$ cat src/rtl/imem_loader_pkg.sv
// Shared types and framing constants for the instruction-memory loader.
package imem_loader_pkg;

  typedef enum logic [2:0] {
    IDLE   = 3'd0,
    LEN_HI = 3'd1,
    LEN_LO = 3'd2,
    DATA   = 3'd3,
    CSUM   = 3'd4,
    DONE   = 3'd5,
    ERR    = 3'd6
  } state_e;

  localparam int LEN_BYTES      = 2;
  localparam int BYTES_PER_WORD = 4;

endpackage

$ cat src/rtl/imem_loader_if.sv
// Byte-stream input, RAM write port and status lines of the loader.
interface imem_loader_if #(
  parameter int ADDR_W = 14
);
  logic              start;
  logic [7:0]        rx_data;
  logic              rx_valid;
  logic              imem_we;
  logic [ADDR_W-1:0] imem_addr;
  logic [31:0]       imem_wdata;
  logic              cpu_hold;
  logic              load_done;
  logic              load_err;

  modport master (
    input  start, rx_data, rx_valid,
    output imem_we, imem_addr, imem_wdata, cpu_hold, load_done, load_err
  );

  modport slave (
    output start, rx_data, rx_valid,
    input  imem_we, imem_addr, imem_wdata, cpu_hold, load_done, load_err
  );
endinterface

$ cat src/rtl/imem_word_packer.sv
// Shifts bytes MSB-first into a 32-bit word; word_ready pulses the cycle after
// the last byte of a word was accepted.
module imem_word_packer
  import imem_loader_pkg::*;
(
  input  logic        clock,
  input  logic        reset,
  input  logic        clr,
  input  logic [7:0]  byte_in,
  input  logic        byte_valid,
  output logic [31:0] word_out,
  output logic        word_ready
);
  localparam int CNT_W = $clog2(BYTES_PER_WORD);

  logic [31:0]      shreg_q;
  logic [CNT_W-1:0] cnt_q;
  logic             ready_q;

  always_ff @(posedge clock or posedge reset) begin
    if (reset) begin
      shreg_q <= '0;
      cnt_q   <= '0;
      ready_q <= 1'b0;
    end else begin
      ready_q <= 1'b0;
      if (clr) begin
        cnt_q <= '0;
      end else if (byte_valid) begin
        shreg_q <= {shreg_q[23:0], byte_in};
        cnt_q   <= cnt_q + CNT_W'(1);
        ready_q <= (cnt_q == CNT_W'(BYTES_PER_WORD - 1));
      end
    end
  end

  assign word_out   = shreg_q;
  assign word_ready = ready_q;
endmodule

$ cat src/rtl/imem_loader.sv
// Loads a framed byte stream into instruction RAM while holding the CPU in reset.
//   state  | meaning
//   IDLE   | after reset, waiting for start
//   LEN_HI | expecting word-count high byte
//   LEN_LO | expecting word-count low byte, range check
//   DATA   | packing data bytes, writing words
//   CSUM   | comparing checksum byte
//   DONE   | load verified, CPU released
//   ERR    | oversize, bad checksum or timeout, CPU released
module imem_loader
  import imem_loader_pkg::*;
#(
  parameter int ADDR_W      = 14,
  parameter int TIMEOUT_CYC = 10_000_000
) (
  input logic             clock,
  input logic             reset,
  imem_loader_if.master   bus
);
  localparam int HDR_W = LEN_BYTES * 8;
  localparam int REM_W = HDR_W + $clog2(BYTES_PER_WORD);
  localparam int TMO_W = $clog2(TIMEOUT_CYC + 1);

  state_e            state_q, state_d;
  logic [7:0]        len_hi_q, len_hi_d;
  logic [REM_W-1:0]  rem_q, rem_d;
  logic [ADDR_W-1:0] idx_q, idx_d;
  logic [7:0]        csum_q, csum_d;
  logic [TMO_W-1:0]  tmo_q, tmo_d;
  logic              start_q;

  logic              pk_clr, pk_valid, pk_ready;
  logic [31:0]       pk_word;
  logic [HDR_W-1:0]  n_len;
  logic              active, start_rise, enter;

  assign n_len      = {len_hi_q, bus.rx_data};
  assign active     = (state_q inside {LEN_HI, LEN_LO, DATA, CSUM});
  assign start_rise = bus.start & ~start_q;

  always_ff @(posedge clock or posedge reset) begin
    if (reset) begin
      state_q  <= IDLE;
      len_hi_q <= '0;
      rem_q    <= '0;
      idx_q    <= '0;
      csum_q   <= '0;
      tmo_q    <= '0;
      start_q  <= 1'b0;
    end else begin
      state_q  <= state_d;
      len_hi_q <= len_hi_d;
      rem_q    <= rem_d;
      idx_q    <= idx_d;
      csum_q   <= csum_d;
      tmo_q    <= tmo_d;
      start_q  <= bus.start;
    end
  end

  always_comb begin
    state_d  = state_q;
    len_hi_d = len_hi_q;
    rem_d    = rem_q;
    idx_d    = idx_q;
    csum_d   = csum_q;
    tmo_d    = '0;
    pk_clr   = 1'b0;
    pk_valid = 1'b0;
    enter    = 1'b0;

    if (active) tmo_d = bus.rx_valid ? '0 : tmo_q + TMO_W'(1);
    // Index saturates so a full-depth load never wraps back to 0.
    if (pk_ready && idx_q != '1) idx_d = idx_q + ADDR_W'(1);

    case (state_q)
      IDLE:      enter = bus.start;
      DONE, ERR: enter = start_rise;
      LEN_HI: if (bus.rx_valid) begin
        len_hi_d = bus.rx_data;
        state_d  = LEN_LO;
      end
      LEN_LO: if (bus.rx_valid) begin
        if (32'(n_len) > (32'd1 << ADDR_W)) state_d = ERR;
        else if (n_len == '0)               state_d = CSUM;
        else begin
          rem_d   = REM_W'(n_len) << $clog2(BYTES_PER_WORD);
          state_d = DATA;
        end
      end
      DATA: if (bus.rx_valid) begin
        pk_valid = 1'b1;
        csum_d   = csum_q + bus.rx_data;
        rem_d    = rem_q - REM_W'(1);
        if (rem_q == REM_W'(1)) state_d = CSUM;
      end
      CSUM: if (bus.rx_valid) state_d = (bus.rx_data == csum_q) ? DONE : ERR;
      default: state_d = IDLE;
    endcase

    if (active && !bus.rx_valid && tmo_q == TMO_W'(TIMEOUT_CYC - 1)) state_d = ERR;

    if (enter) begin
      state_d = LEN_HI;
      idx_d   = '0;
      csum_d  = '0;
      rem_d   = '0;
      pk_clr  = 1'b1;
    end
  end

  imem_word_packer u_packer (
    .clock      (clock),
    .reset      (reset),
    .clr        (pk_clr),
    .byte_in    (bus.rx_data),
    .byte_valid (pk_valid),
    .word_out   (pk_word),
    .word_ready (pk_ready)
  );

  assign bus.imem_we    = pk_ready;
  assign bus.imem_addr  = idx_q;
  assign bus.imem_wdata = pk_word;
  assign bus.cpu_hold   = active;
  assign bus.load_done  = (state_q == DONE);
  assign bus.load_err   = (state_q == ERR);
endmodule

$ cat src/flat_wrapper.sv
// flat-port wrapper written by rule: the top's interface ports become plain ports
module imem_loader_flat import imem_loader_pkg::*;
#(
  parameter int ADDR_W      = 14,
  parameter int TIMEOUT_CYC = 10_000_000
)
  (clock, reset, bus_start, bus_rx_data, bus_rx_valid, bus_imem_we, bus_imem_addr, bus_imem_wdata, bus_cpu_hold, bus_load_done, bus_load_err);
  imem_loader_if #(.ADDR_W(ADDR_W)) bus_i ();
  input logic clock;
  input logic reset;
  input wire logic [$bits(bus_i.start)-1:0] bus_start;
  input wire logic [$bits(bus_i.rx_data)-1:0] bus_rx_data;
  input wire logic [$bits(bus_i.rx_valid)-1:0] bus_rx_valid;
  output wire logic [$bits(bus_i.imem_we)-1:0] bus_imem_we;
  output wire logic [$bits(bus_i.imem_addr)-1:0] bus_imem_addr;
  output wire logic [$bits(bus_i.imem_wdata)-1:0] bus_imem_wdata;
  output wire logic [$bits(bus_i.cpu_hold)-1:0] bus_cpu_hold;
  output wire logic [$bits(bus_i.load_done)-1:0] bus_load_done;
  output wire logic [$bits(bus_i.load_err)-1:0] bus_load_err;
  assign bus_i.start = bus_start;
  assign bus_i.rx_data = bus_rx_data;
  assign bus_i.rx_valid = bus_rx_valid;
  assign bus_imem_we = bus_i.imem_we;
  assign bus_imem_addr = bus_i.imem_addr;
  assign bus_imem_wdata = bus_i.imem_wdata;
  assign bus_cpu_hold = bus_i.cpu_hold;
  assign bus_load_done = bus_i.load_done;
  assign bus_load_err = bus_i.load_err;
  imem_loader #(.ADDR_W(ADDR_W), .TIMEOUT_CYC(TIMEOUT_CYC)) u_core (.clock(clock), .reset(reset), .bus(bus_i));
endmodule
$ cat config.mk
export PLATFORM = sky130hd
export DESIGN_NAME = imem_loader_flat
export DESIGN_NICKNAME = d
export VERILOG_FILES = /design/src/rtl/imem_loader_pkg.sv /design/src/rtl/imem_loader_if.sv /design/src/rtl/imem_word_packer.sv /design/src/rtl/imem_loader.sv /design/src/flat_wrapper.sv
export SDC_FILE = /design/constraint.sdc
export NUM_CORES = 1
export LEC_CHECK = 0
export ABC_AREA = 1
export BUFFER_PORTS_ARGS = -buffer_cell sky130_fd_sc_hd__clkbuf_2
export CAP_MARGIN = 20
export CORE_ASPECT_RATIO = 0.8
export CORE_MARGIN = 5
export CORE_UTILIZATION = 65
export DETAILED_ROUTE_END_ITERATION = 16
export PLACE_DENSITY = 0.83
export SETUP_SLACK_MARGIN = 0.3
export SYNTH_ARGS = -nofsm -noshare
export SYNTH_HDL_FRONTEND = slang
export SYNTH_HIERARCHICAL = 1
export SYNTH_SLANG_ARGS = --single-unit
export TNS_END_PERCENT = 50
$ cat constraint.sdc
create_clock -name clock -period 3.66 [get_ports clock]
set_input_delay 0.366 -clock clock [delete_from_list [all_inputs] [get_ports clock]]
set_output_delay 0.366 -clock clock [all_outputs]
set_load 0.03 [all_outputs]
; Word-level counts from Yosys, hierarchy flattened
; Index checks and enable logic that the tools add are counted.
[totals]
register_bits = 111
ram_bits = 0
in_bits = 12
word_cells = 91
output_inout_bits = 50
latchBits = 0
rom_bits = 0
mem_count = 0
[op_classes]
div_mod_pow = 0
n_shift = 0
n_mul = 0
n_eq_ne = 21
n_lt_le_gt_ge = 1
n_reduce_logical = 19
n_bitwise = 3
add_sub_neg = 5
muxes = 32
[op_table]
columns = op, count
row1 = 18-bit two-way mux, 5
row2 = 24-bit two-way mux, 2
row3 = 18-bit case mux with 2 select lines, 1
row4 = 14-bit two-way mux, 2
row5 = 3-bit two-way mux, 9
row6 = 24-bit by 1-bit adder with 24-bit output (second input constant), 1
row7 = 24-bit equality test (second input constant), 1
row8 = 8-bit two-way mux, 3
row9 = 4-bit by 3-bit != test with 1-bit output (second input constant), 5
row10 = 18-bit by 1-bit equality test with 1-bit output (second input constant), 1
row11 = 18-bit by 1-bit subtractor with 18-bit output (second input constant), 1
row12 = 16-bit by 15-bit greater-than comparator with 1-bit output (second input constant), 1
row13 = 16-bit zero test, 1
row14 = 3-bit case mux with 5 select lines, 1
row15 = 14-bit by 1-bit adder with 14-bit output (second input constant), 1
row16 = 14-bit != test (second input constant), 1
row17 = 3-bit by 2-bit != test with 1-bit output (second input constant), 4
row18 = 3-bit equality test (second input constant), 3
row19 = 8-bit adder, 1
row20 = 8-bit equality test, 1
row21 = 2-bit nonzero test, 4
row22 = 3-bit by 2-bit equality test with 1-bit output (second input constant), 2
row23 = 2-bit two-way mux, 3
row24 = 2-bit AND reduction, 3
row25 = other kinds (17), 24

; Longest topological paths before layout
[logic_depth]
depth_word = 7
depth_mapped = 12
depth_no_buf = 11

; Cells and area by module
; Netlist, hierarchy kept.
[modules_own_cells]
columns = module, seq_area_each_um2, area_each_um2, instances, cells_each
row1 = imem_loader, 1901.8, 5016.1, 1, 710
row2 = imem_word_packer, 875.8, 1466.4, 1, 155

; Worst setup path before layout
; No wires, ideal clock.
[synth_timing]
path_type = register to register
startpoint = register u_core.idx_q[0], in the netlist u_core/bus.imem_addr[0]
endpoint = register u_core.idx_q[10], in the netlist u_core/bus.imem_addr[10]
arrival_time_ps = 1719
slack_ps = 1824
period_less_slack_ps = 1836
required_time_ps = 3543
path_stages_with_launch = 11
path_buffers = 0
path_cell_list = dfrtp_1 -> ha_1 -> nand3_2 -> nor2_1 -> nand3_1 -> nand2_2 -> inv_2 -> nor2_4 -> inv_1 -> nand2_1 -> nand2_1
[synth_between]
elab_chain_len = 3
[synth_rtl]
columns = element, line
row1 = from (decl), imem_loader.sv:27  ; logic [ADDR_W-1:0] idx_q, idx_d;
row2 = from (signal assigned), imem_loader.sv:54  ; idx_q <= idx_d;
row3 = 14-bit by 1-bit adder with 14-bit output / 14-bit != test (equally long branches), imem_loader.sv:74  ; if (pk_ready && idx_q != '1) idx_d = idx_q + ADDR_W'(1);
row4 = 14-bit two-way mux / 1-bit logical AND (equally long branches), imem_loader.sv:74
row5 = 14-bit two-way mux / 2-bit nonzero test (equally long branches), -
; Several ways; a longest one is shown, not always the timed one. The select of a mux whose other input is x is not followed.
; A chain may end at the register's enable or synchronous reset.

; Final worst setup path
[layout_timing]
startpoint = register u_core.state_q[2]
endpoint = output bus_cpu_hold
[layout_between]
elab_chain_len = 2
[layout_rtl]
columns = element, line
row1 = from (decl), imem_loader.sv:24  ; state_e state_q, state_d;
row2 = from (signal assigned), imem_loader.sv:51  ; state_q <= state_d;
row3 = "3-bit by 1-bit equality test with 1-bit output, or another cell as far along", imem_loader.sv:38  ; assign active = (state_q inside {LEN_HI, LEN_LO, DATA, CSUM});
row4 = 4-bit nonzero test (*), imem_loader.sv:38
row5 = to (decl), flat_wrapper.sv:17  ; output wire logic [$bits(bus_i.cpu_hold)-1:0] bus_cpu_hold;
; Mark *: on every way between the ends. The rest lies on a longest branch, timed or not.

==> results.yml <==
setup_path:
  timing.rr.start: "u_core/state_q[1]"
  required_ns: 3.29
  critPathKind: "flop to output port"
  cp_slowest_cell: "dfrtp_1"
  path_cells: "inv_1, nand3_2, nand2_2, nor2_8, inv_1, clkbuf_2"
  cp-start-kind: "flop"
  cpPeakStageDelay_ns: 0.46
  crit_top_cell: "inv_1"
  critical_path.startpoint: "u_core/state_q[2]"
  crit_arrival_ns: 1.83
  crit_fanout: 11
  end_kind: "output port"
global_route:
  grt_max_degree: 36
  grt_pass1_wl_um: 26250
  grt_use_total_pct: 26.42
  antenna_found_initial: 0
  top_usage_layer: "met2"
  globalRouteMet3Util_pct: 5.287
  met1_usage_pct: 37.36
  grt_pass1_vias: 5644
  overflow: 0
  met2_usage_pct: 41.23
sta:
  worst_hold_slack_ns: 0.1787
  setup_slack_ns: 1.466
  timing.setup.tns_ns: 0
  hold_violations: 0
  worst_clock_skew_ns: 0.01004
  setup_viol: 0
  fmax_mhz: 455.7
  drv_slew: 0
  finalCritPeriodShare_pct: 59.96
  fin_crit_ns: 2.194
  worstMarginPinSlew_ns: 0.5619
  grt_setup_unrepaired: "no"
  max_slew_margin_pct: 62.49
logic_synthesis:
  syn_inst: 865
  ys_seq_elements: 111
  synth_area_leaders: "dfrtp_1 (43%), nand2_1 (15%), nand3_1 (7.1%)"
  syn_nets: 890
  ys_warn_count: 6
  synth_largest_area_cell: "dfrtp_1"
  ys_async_sr_fraction_pct: 100.0
  ys.flop_type: "dfrtp_1"
  synth-seq-area-share_pct: 42.85
  synth_cell_types: 43
  syn_area_um2: 6482
  synth_top_area_share_pct: 42.85
  avgSynthCellArea_um2: 7.494
  synth_edf_count: 0
clocking:
  clk_pin_slew_worst_paths_ns: 0.08
  cts.sinks: 111
  clockRootBuffer: "clkbuf_16"
  cts_buffer_depth: 2
  htreeDepth: 3
  cts.repair.resized: 0
  clk_latency_ns: 0.36
  cts_tree: "built"
  cts_made_buffers: 9
cells_and_area:
  layout-drive-gt1-share_pct: 13.92
  synthToLayoutAreaGrowth_pct: 10.06
  diodes: 0
  fin_area_um2: 7134
  final_nets: 947
placed_design:
  port_buffers: 61
  globalplace.congestion: 0.9128
  placedInstanceArea_um2: 6812
  place_hpwl_um: 11150
  dp_worst_setup_slack_ns: 1.545
die:
  die-height_um: 99.32
  die_area_um2: 12080
  die_w_um: 121.7
  io_pins: 62
  coreArea_um2: 9689
  floorplan.initialDensity_pct: 66.90
  row_count: 32
outcome:
  status: "completed"
routing:
  viasPerCell: 5.653
  firstDrtPassIters: 6
  drc: 0
  post_drt_wl_per_cell_um: 14.59
  drt_iter0_drc: 799
  wirelength_um: 15510
  vias: 6009
  detail-route-antenna-nets: 0
power:
  power_density_nw_per_um2: 704.7
  leakage_nw: 3.662
  irDropWorstVdd_mv: 0.5804
worst_hold_path:
  min_path_type: "primary input to flop"
  worstHoldStart: "bus_start"
flow_run:
  drv_cap: 0
[logic make-up after synthesis]
group | synth area share (%)
adders and majority gates | 2.625
DFF | 42.85
xor gates and xnor gates | 1.892
muxes | 0.6948
AOI/OAI and AO/OA | 6.929
and+or+nand+nor | 37.08
buffers and inverters | 7.933
[cells in the final DEF (no fill, tap or decap), drive strengths merged, types with 4 or more instances in the layout]
cell type,instances
ha,12
o21ai,43
clkbuf,70
mux2,4
a21oi,27
nand2,275
dfrtp,111
nand3b,4
nor2,109
nand3,98
xor2,11
inv,91
buf,4
nand4,18
nor3,25
[cell usage after synthesis, drive strengths merged, types with 4 or more instances]
master,instances
a21oi,27
buf,19
dfrtp,111
ha,12
inv,88
mux2,4
nand2,275
nand3,98
nand3b,4
nand4,18
nor2,109
nor3,25
o21ai,43
xor2,11
[where the power goes]
group | leakage [nW] | internal (mW) | switching [mW]
logic | 2.03 | 0.654 | 1.51
clock network | 0.148 | 0.492 | 0.505
registers | 1.49 | 1.55 | 0.309
total | 3.66 | 2.70 | 2.33
[worst paths after layout]
| path | end | slack [ns] | cells past startpoint |
|---|---|---|---|
| min | u_core/start_q | 0.18 | 1 |
| min in group asynchronous | u_core/bus.imem_addr[0] | 0.50 | 3 |
| max reg2reg | u_core/u_packer/word_out[14] | 1.47 | 9 |
| max | bus_cpu_hold | 1.47 | 6 |
| min reg2reg | u_core/u_packer/word_out[29] | 0.48 | 2 |
| max in group asynchronous | u_core/state_q[0] | 2.36 | 4 |
[what timing repair did]
action / in CTS / in global routing
endpoints found under the setup margin: 0 / 0
setup buffers: 0 / 0
endpoints found under the hold margin: 14 / 0
hold buffers: 1 / 0
[routing by layer]
| layer | vias up | part of all wire, % | wire [µm] |
|---|---|---|---|
| met5 | - | 0 | 0 |
| met4 | 0 | 1.4 | 217 |
| met3 | 27 | 7.3 | 1132 |
| met2 | 256 | 46 | 7108 |
| met1 | 2818 | 45 | 7055 |
| li1 | 2908 | - | - |
[flip-flops by register name (all words and copies together), names as in the netlist]
register,cells
u_core/rem_q,18
u_core/tmo_q,24
u_core/bus.imem_addr,14
u_core/u_packer/cnt_q,2
u_core/state_q,3
u_core/u_packer/word_out,32
u_core/len_hi_q,8
u_core/csum_q,8
u_core/u_packer/word_ready,1
u_core/start_q,1
[layout make-up]
class                   instances  area [µm²]
clock buffers                   9       225.2
multi-input cells             646        3191
repair buffers                 66       345.3
fillers                       782        2555
inverters                      88       337.8
clock inverters                 7       87.58
flip-flops and latches        111        2778
well taps                     136       170.2
[critical path: cells and delay by family (launching register included)]
family        cells  cell delay [ns]
buf+inv           3             0.40
flops             1             0.46
simple gates      3             0.61
[stage by stage]
step / util (%) / std cells / power [mW]
global placement: 70.30 / 1046 / 3.920
finish: 73.63 / 1063 / 5.027
floorplan: - / 865 / 3.540
CTS: 73.63 / 1063 / 5.014
detailed placement: 70.30 / 1046 / 4.009
global route: 73.63 / 1063 / 5.396
Note: power is estimated with default switching activity, not from simulation.
